--- config.mk ---
export PLATFORM = sky130hd
export DESIGN_NAME = dev_reshuffler_core
export DESIGN_NICKNAME = d
export VERILOG_FILES = /design/src/rtl/dev_reshuffler_core.sv
export SDC_FILE = /design/constraint.sdc
export NUM_CORES = 1
export LEC_CHECK = 0
export BUFFER_PORTS_ARGS = -buffer_cell sky130_fd_sc_hd__clkbuf_2
export CORE_MARGIN = 2
export CORE_UTILIZATION = 40
export CTS_BUF_LIST = sky130_fd_sc_hd__clkbuf_4
export DETAILED_ROUTE_END_ITERATION = 10
export HOLD_SLACK_MARGIN = 0.15
export MAX_ROUTING_LAYER = met4
export PLACE_DENSITY = 0.66
export SETUP_SLACK_MARGIN = 0.2
export SLEW_MARGIN = 0
export SYNTH_ARGS = -nofsm -noshare
export SYNTH_HDL_FRONTEND = slang
export SYNTH_SLANG_ARGS = --single-unit
--- constraint.sdc ---
create_clock -name clk_i -period 10 [get_ports clk_i]
set_input_delay 1 -clock clk_i [delete_from_list [all_inputs] [get_ports clk_i]]
set_output_delay 1 -clock clk_i [all_outputs]
set_load 0.01 [all_outputs]
--- src/rtl/dev_reshuffler_core.sv ---
// Block reshuffler: buffers one Dim x Dim block of rows, then re-emits it row by row, straight or transposed.
// Latency: first output row is valid the cycle after the Dim-th input row is accepted.
// Backpressure: input is refused for the whole drain phase; output rows hold stable until out_ready_i.
module dev_reshuffler_core #(
  parameter int DataWidth = 8,
  parameter int Dim       = 8,
  parameter int RowWidth  = Dim * DataWidth
) (
  input  logic                clk_i,
  input  logic                rst_i,
  input  logic                en_transpose_i,
  input  logic [RowWidth-1:0] in_data_i,
  input  logic                in_valid_i,
  output logic                in_ready_o,
  output logic [RowWidth-1:0] out_data_o,
  output logic                out_valid_o,
  input  logic                out_ready_i,
  output logic                busy_o,
  output logic                block_done_o
);

  localparam int CntW = (Dim > 1) ? $clog2(Dim) : 1;
  localparam logic [CntW-1:0] LastRow = CntW'(Dim - 1);

  typedef enum logic {
    FILL  = 1'b0,
    DRAIN = 1'b1
  } state_e;

  state_e              state_q, state_d;
  logic [CntW-1:0]     row_cnt_q, row_cnt_d;
  logic                xpose_q, xpose_d;
  logic                done_q, done_d;
  logic [RowWidth-1:0] mem_q [Dim];

  logic in_fire;
  logic out_fire;

  // Input is only accepted while filling and never while reset is held.
  assign in_ready_o   = (state_q == FILL) && !rst_i;
  assign out_valid_o  = (state_q == DRAIN);
  assign in_fire      = in_valid_i && in_ready_o;
  assign out_fire     = out_valid_o && out_ready_i;
  assign busy_o       = (state_q == DRAIN) || (row_cnt_q != '0);
  assign block_done_o = done_q;

  // Next-state: row counter walks the block in both phases; transpose mode is captured with row 0.
  always_comb begin
    state_d   = state_q;
    row_cnt_d = row_cnt_q;
    xpose_d   = xpose_q;
    done_d    = 1'b0;
    case (state_q)
      FILL: begin
        if (in_fire) begin
          if (row_cnt_q == '0) xpose_d = en_transpose_i;
          if (row_cnt_q == LastRow) begin
            row_cnt_d = '0;
            state_d   = DRAIN;
          end else begin
            row_cnt_d = row_cnt_q + 1'b1;
          end
        end
      end
      DRAIN: begin
        if (out_fire) begin
          if (row_cnt_q == LastRow) begin
            row_cnt_d = '0;
            state_d   = FILL;
            done_d    = 1'b1;
          end else begin
            row_cnt_d = row_cnt_q + 1'b1;
          end
        end
      end
      default: begin
        state_d   = FILL;
        row_cnt_d = '0;
      end
    endcase
  end

  // Control state register; reset aborts any block in progress.
  always_ff @(posedge clk_i) begin
    if (rst_i) begin
      state_q   <= FILL;
      row_cnt_q <= '0;
      xpose_q   <= 1'b0;
      done_q    <= 1'b0;
    end else begin
      state_q   <= state_d;
      row_cnt_q <= row_cnt_d;
      xpose_q   <= xpose_d;
      done_q    <= done_d;
    end
  end

  // Block buffer: plain storage, contents are don't-care until rewritten.
  always_ff @(posedge clk_i) begin
    if (in_fire) mem_q[row_cnt_q] <= in_data_i;
  end

  // Output row select: a stored row, or column row_cnt gathered across all rows when transposing.
  always_comb begin
    out_data_o = '0;
    if (state_q == DRAIN) begin
      if (xpose_q) begin
        for (int j = 0; j < Dim; j++) begin
          out_data_o[j*DataWidth +: DataWidth] = mem_q[CntW'(j)][row_cnt_q*DataWidth +: DataWidth];
        end
      end else begin
        out_data_o = mem_q[row_cnt_q];
      end
    end
  end

endmodule

# ---- Word level (Yosys, flattened, before mapping)
# Memories as Yosys holds them, arrays and structs flattened. A register that Yosys moved wholly into a read port is not among the register bits.
# Cells that the tools add are included.
dict set report word_totals {
  reg_bits 6
  latchBits 0
  ram_bits 512
  rom_bits 0
  input_bits 69
  out_inout_bits 68
  word_cells 44
  n_memories 1
}
# memory words word_bits read_ports rd_ports_with_merged_regs wr line
set memory_table {}
lappend memory_table {mem_q 8 64 9 1 1 34} ;# logic [RowWidth-1:0] mem_q [Dim];
dict set report classes {
  add_sub_neg 1
  n_mul 0
  div 0
  magnitude_cmp 0
  eq_ne 3
  shift 8
  mux 15
  n_bitwise 2
  reduce_logical 10
}
# operator count
set op_table {}
lappend op_table {{variable part select 64 x 7 -> 8 bit} 8}
lappend op_table {{two-way mux 64 bit} 2}
lappend op_table {{two-way mux 3 bit} 5}
lappend op_table {{two-way mux 1 bit} 6}
lappend op_table {{one-hot mux 3 bit (2 select lines)} 1}
lappend op_table {{adder 3 x 1 -> 3 bit (second input constant)} 1}
lappend op_table {{equality test 3 bit (second input constant)} 1}
lappend op_table {{logical AND 1 bit} 3}
lappend op_table {{logical NOT 3 bit} 1}
lappend op_table {{AND reduction 3 bit} 1}
lappend op_table {{nonzero test 3 bit} 1}
lappend op_table {{OR reduction 3 bit} 1}
lappend op_table {{inequality test 2 x 1 -> 1 bit (second input constant)} 1}
lappend op_table {{inequality test 2 bit (second input constant)} 1}
lappend op_table {{inverter 1 bit} 2}
lappend op_table {{one-hot mux 1 bit (2 select lines)} 1}
lappend op_table {{AND reduction 2 bit} 1}
lappend op_table {{logical NOT 1 bit} 1}
lappend op_table {{logical OR 1 bit} 1}

# ---- Depth between registers and ports, before layout
dict set report depth {
  ltp_word 7
  mapped_depth 9
  ltp_nobuf 5
}

# ---- Worst setup path before layout
# OpenSTA, ideal clock, no wires.
dict set report synth_timing {
  path_type {input-to-reg}
  start {input rst_i}
  end {memory mem_q[5][0] (netlist name), enable pin}
  setup_time_ps 565
  t_arrival_ps 5942
  required_ps 9435
  slack_ps 3493
  path_stages 4
  path_buffers 1
  path_cell_list {buf_2 nor3b_1 nand2_1 nor3_1}
}
dict set report synth_between {
  elab_chain_len 5
}
# item line
set synth_lines {}
lappend synth_lines {{from (decl)} 10} ;# input logic rst_i,
lappend synth_lines {{logical NOT 1 bit} 40} ;# assign in_ready_o = (state_q == FILL) && !rst_i;
lappend synth_lines {{logical AND 1 bit} 40}
lappend synth_lines {{logical AND 1 bit} 42} ;# assign in_fire = in_valid_i && in_ready_o;
lappend synth_lines {{two-way mux 1 bit} 100} ;# if (in_fire) mem_q[row_cnt_q] <= in_data_i;
lappend synth_lines {{two-way mux 1 bit (not written as such)} 100}
lappend synth_lines {{to (decl)} 34}
# Every way passes these cells.

# ---- Worst setup path after layout
dict set report layout_timing {
  start {register row_cnt_q[2]}
  end {output out_data_o[20]}
}
dict set report layout_between {
  elab_chain_len 3
}
# item line
set layout_lines {}
lappend layout_lines {{from (decl)} 31} ;# logic [CntW-1:0] row_cnt_q, row_cnt_d;
lappend layout_lines {{from (signal assigned)} 92} ;# row_cnt_q <= row_cnt_d;
lappend layout_lines {{variable part select 64 x 7 -> 8 bit} 109} ;# out_data_o[j*DataWidth +: DataWidth] = mem_q[CntW'(j)][row_cnt_q*DataWidth +: DataWidth];
lappend layout_lines {{two-way mux 64 bit} 107} ;# if (xpose_q) begin
lappend layout_lines {{two-way mux 64 bit} 106} ;# if (state_q == DRAIN) begin
lappend layout_lines {{to (decl)} 15} ;# output logic [RowWidth-1:0] out_data_o,
# Every way passes these cells.

==> reports/qor.log <==
INFO  critical_path  worstSetupPathType=flop to output pin
INFO  logic_synthesis syn_area=24190µm²
INFO  logic_synthesis postSynthNetCount=1487
INFO  cts            cts.repair_timing.setup_buffer_count=0
INFO  cts            postCtsHoldBufs=0
INFO  critical_path  crit_path_max_fanout=61
INFO  drt            drt_drc_violations_left=0
INFO  final_layout   design.final.nets=1673
INFO  floorplanning  dieWidth=249.9µm
INFO  logic_synthesis netlist_top_cells_area=sky130_fd_sc_hd__edfxtp_1 (64%), sky130_fd_sc_hd__mux4_2 (12%), sky130_fd_sc_hd__mux2_2 (3.7%)
INFO  sta            rsz_0062_raised_after_global_routing=false
INFO  logic_synthesis synth_seq_area_share=64.30%
INFO  critical_path  timing.critical_path.slowest_cell_delay=0.86ns
INFO  sta            fin_setup_tns=0ns
INFO  sta            max_clock_freq=165.0MHz
INFO  critical_path  reg2reg_setup_slack=5.46ns
INFO  sta            finalCritPeriodShare=60.61%
INFO  min_path       hold_path_end=block_done_o$_SDFF_PP0_
INFO  min_path       whs_path_depth=3
INFO  critical_path  r2r.worst_path.cells=4
INFO  logic_synthesis synth_top_cell_area_share=63.56%
INFO  grt            track_usage=25.42%
INFO  cts            clock_tree_from_tritoncts=done
INFO  grt            grt_first_pass_wirelength=111.4mm
INFO  sta            worst_pin_slew=1.266ns
INFO  placement      count_of_input_and_output_buffers=136
INFO  final_layout   flow.area_growth_from_synthesis=12.35%
INFO  drt            routedWlPerCell=30.98µm
INFO  grt            grt_max_degree=83
INFO  logic_synthesis synth_async_sr_flop_share=0%
INFO  floorplanning  design.core.area=60020µm²
INFO  sta            timing.final.max_slew_violations=0
INFO  logic_synthesis synth_edf_count=512
INFO  drt            detailroute.via_count=15979
INFO  outcome        outcome=completed
INFO  drt            ant_nets=0
INFO  min_path       hold_crit_path_type=input pin to flop
INFO  cts            numCtsBuffers=137
INFO  critical_path  critPathLaunchType=flop
INFO  cts            clk_pin_slew=0.08ns
INFO  cts            cts_repair_resize_count=0
INFO  sta            final-hold-violation-count=0
INFO  critical_path  cp.arrival=5.06ns
INFO  sta            final_setup_viols=0
INFO  placement      dpl.hpwl=47.50mm
INFO  grt            grt_pass1_vias=16417
INFO  logic_synthesis synth_seq_cells=521
INFO  pwr            leakagePower=8.626nW
INFO  drt            vias_per_cell=6.430
INFO  pwr            vdd_ir_drop_max=0.1094mV
INFO  cts            clock_tree.root_cell=sky130_fd_sc_hd__clkbuf_4
INFO  flow_run       cap_violations=0
INFO  critical_path  rr_startpoint=row_cnt_q[2]$_SDFFE_PP0N_
INFO  drt            drt_iter0_markers=1872
INFO  floorplanning  start_util=40.30%
INFO  cts            ctsHtreeMaxLevel=4
INFO  sta            worst_max_slew_margin_expressed_relative_to_the_limit=15.26%
INFO  logic_synthesis synth_ff_type=sky130_fd_sc_hd__edfxtp_1
INFO  logic_synthesis synth_cell_types=50
INFO  critical_path  crit-reg2reg-capture=mem_q[4][2]$_DFFE_PP_
INFO  floorplanning  chipHeight=249.9µm
INFO  cts            cts_max_path_buffers=3
INFO  sta            clock_skew=0.04839ns
INFO  critical_path  cpMaxStageDelayCell=sky130_fd_sc_hd__dfxtp_4
INFO  grt            grt_overflow=0
INFO  critical_path  critical_path_required=9.00ns
INFO  grt            antenna_found_initial=6
INFO  logic_synthesis synthesis.instances=1415
INFO  placement      place_congestion=0.9017
INFO  floorplanning  row_count=90
INFO  sta            final.min_clock_period=6.061ns
INFO  critical_path  timing.critical_path.to_type=output pin
INFO  cts            clock-sinks=521
INFO  drt            dr.pass1.iters=8
INFO  final_layout   leading_cell_types_in_the_layout_fill_and_taps_excluded=sky130_fd_sc_hd__edfxtp_1 (512), sky130_fd_sc_hd__clkbuf_4 (193), sky130_fd_sc_hd__clkbuf_2 (136)
INFO  logic_synthesis yosysTopAreaCell=sky130_fd_sc_hd__edfxtp_1
INFO  floorplanning  io_pins=137
INFO  final_layout   fin_cells=2485
INFO  drt            drt_wl_total=76.98mm
INFO  logic_synthesis count_of_yosys_warnings_during_synthesis=0
INFO  critical_path  timing.critical_path.mode_cell=sky130_fd_sc_hd__buf_4
INFO  final_layout   layout-drive-gt1-share=37.71%
INFO  final_layout   layout.cells.most_common=sky130_fd_sc_hd__edfxtp_1
INFO  min_path       min-delay-start=out_ready_i
INFO  logic_synthesis syn_avg_cell_area=17.10µm²
INFO  placement      dpl.cell_count=2244
INFO  pwr            cellPowerDensity=165.3nW/µm²
INFO  sta            hold-worst-slack=0.3124ns
INFO  critical_path  critical_path.cell_chain=buf_4, nor2b_2, buf_4, a22oi_1, o221ai_1, nor3b_1, clkbuf_2
INFO  cts            clock_latency=0.97ns
INFO  floorplanning  die_area=62460µm²
-- flip-flops by register name, summed over array words and instances, names as in the netlist, named ones only --
register and count:
out_valid_o 1, row_cnt_q 3, xpose_q 1, block_done_o 1
mem_q 512
-- worst max path at each step --
stage                              startpoint                     to  slack, ns  cells after the start
CTS                 row_cnt_q[2]$_SDFFE_PP0N_         out_data_o[20]       4.04                      7
floorplan                               rst_i  mem_q[5][0]$_DFFE_PP_       3.49                      4
detailed placement  row_cnt_q[2]$_SDFFE_PP0N_         out_data_o[20]       5.12                      7
global route        row_cnt_q[2]$_SDFFE_PP0N_         out_data_o[20]       3.83                      7
finish              row_cnt_q[2]$_SDFFE_PP0N_         out_data_o[20]       3.94                      7
global placement    row_cnt_q[2]$_SDFFE_PP0N_         out_data_o[20]       5.12                      7
-- critical path, delay by kind of cell, from the launching register on --
kind / cells / cell delay (ns)
compound gates: 2 / 0.32
flops: 1 / 0.86
buf+inv: 3 / 1.47
simple gates: 2 / 1.37
-- Yosys cell counts, types with 3 or more instances --
cell type / n
sky130_fd_sc_hd__nor3b_1: 11
sky130_fd_sc_hd__a22oi_1: 38
sky130_fd_sc_hd__and3_1: 7
sky130_fd_sc_hd__nand3_1: 4
sky130_fd_sc_hd__nand2_1: 23
sky130_fd_sc_hd__buf_4: 27
sky130_fd_sc_hd__o21ai_0: 32
sky130_fd_sc_hd__a221o_1: 19
sky130_fd_sc_hd__a211oi_1: 11
sky130_fd_sc_hd__mux2i_1: 77
sky130_fd_sc_hd__o221a_2: 16
sky130_fd_sc_hd__a221oi_1: 68
sky130_fd_sc_hd__inv_1: 9
sky130_fd_sc_hd__buf_6: 8
sky130_fd_sc_hd__a22o_1: 12
sky130_fd_sc_hd__mux2_2: 80
sky130_fd_sc_hd__buf_1: 5
sky130_fd_sc_hd__mux4_2: 133
sky130_fd_sc_hd__o22ai_1: 37
sky130_fd_sc_hd__and2_1: 8
sky130_fd_sc_hd__a31oi_1: 8
sky130_fd_sc_hd__nor2_1: 29
sky130_fd_sc_hd__clkbuf_1: 43
sky130_fd_sc_hd__dfxtp_1: 9
sky130_fd_sc_hd__buf_2: 46
sky130_fd_sc_hd__or2_2: 4
sky130_fd_sc_hd__nor3_1: 32
sky130_fd_sc_hd__o221ai_1: 18
sky130_fd_sc_hd__ha_1: 3
sky130_fd_sc_hd__edfxtp_1: 512
sky130_fd_sc_hd__a21oi_1: 31
sky130_fd_sc_hd__o21a_1: 3
sky130_fd_sc_hd__nor2b_1: 12
sky130_fd_sc_hd__a21o_1: 8
sky130_fd_sc_hd__a311oi_1: 6
sky130_fd_sc_hd__o2bb2ai_1: 7
-- kinds of logic (layout without fill, tap and decap cells) --
family | after synthesis | count (layout) | share of synthesized area (%)
muxes | 290 | 290 | 19.29
other | 0 | 6 | 0
DFF | 521 | 521 | 64.30
and+or+nand+nor | 142 | 142 | 3.078
adders and majority gates | 3 | 3 | 0.1552
AOI/OAI and AO/OA | 319 | 319 | 10.09
buffers and inverters | 140 | 422 | 3.078
-- metal layers --
layer / vias to the layer above / share of wire, % / track usage [%]
li1: 6503 / - / -
met1: 8111 / 38 / 32.22
met2: 1179 / 46 / 38.23
met3: 186 / 12 / 7.645
met4: 0 / 3.5 / 10.43
met5: - / 0 / -
-- through the flow --
stage	util, %	instance area (µm²)	worst slack (ns)	total power [mW]
4_1_cts	45.26	27160	4.035	4.527
3_3_place_gp	42.52	25520	5.121	2.739
6_report	45.28	27180	3.939	4.493
3_5_place_dp	42.52	25520	5.120	2.744
5_1_grt	45.28	27180	3.829	4.659
2_1_floorplan	-	24190	3.493	2.643
-- cell type report --
class	instances	area (µm²)
fill	5238	32840
multi-input combinational	754	7943
antenna	6	15.01
inverter	11	41.29
clock buffer	193	1449
tap	782	978.4
timing repair buffer	176	980.9
sequential	521	15580
clock inverter	42	193.9
-- power by group --
| part | internal, mW | leakage (nW) | switching [mW] |
|---|---|---|---|
| clock network | 0.913 | 0.993 | 0.878 |
| registers | 2.42 | 4.70 | 0.0168 |
| logic | 0.103 | 2.93 | 0.163 |
| total | 3.43 | 8.63 | 1.06 |
Note: power is estimated with default switching activity, not from simulation.
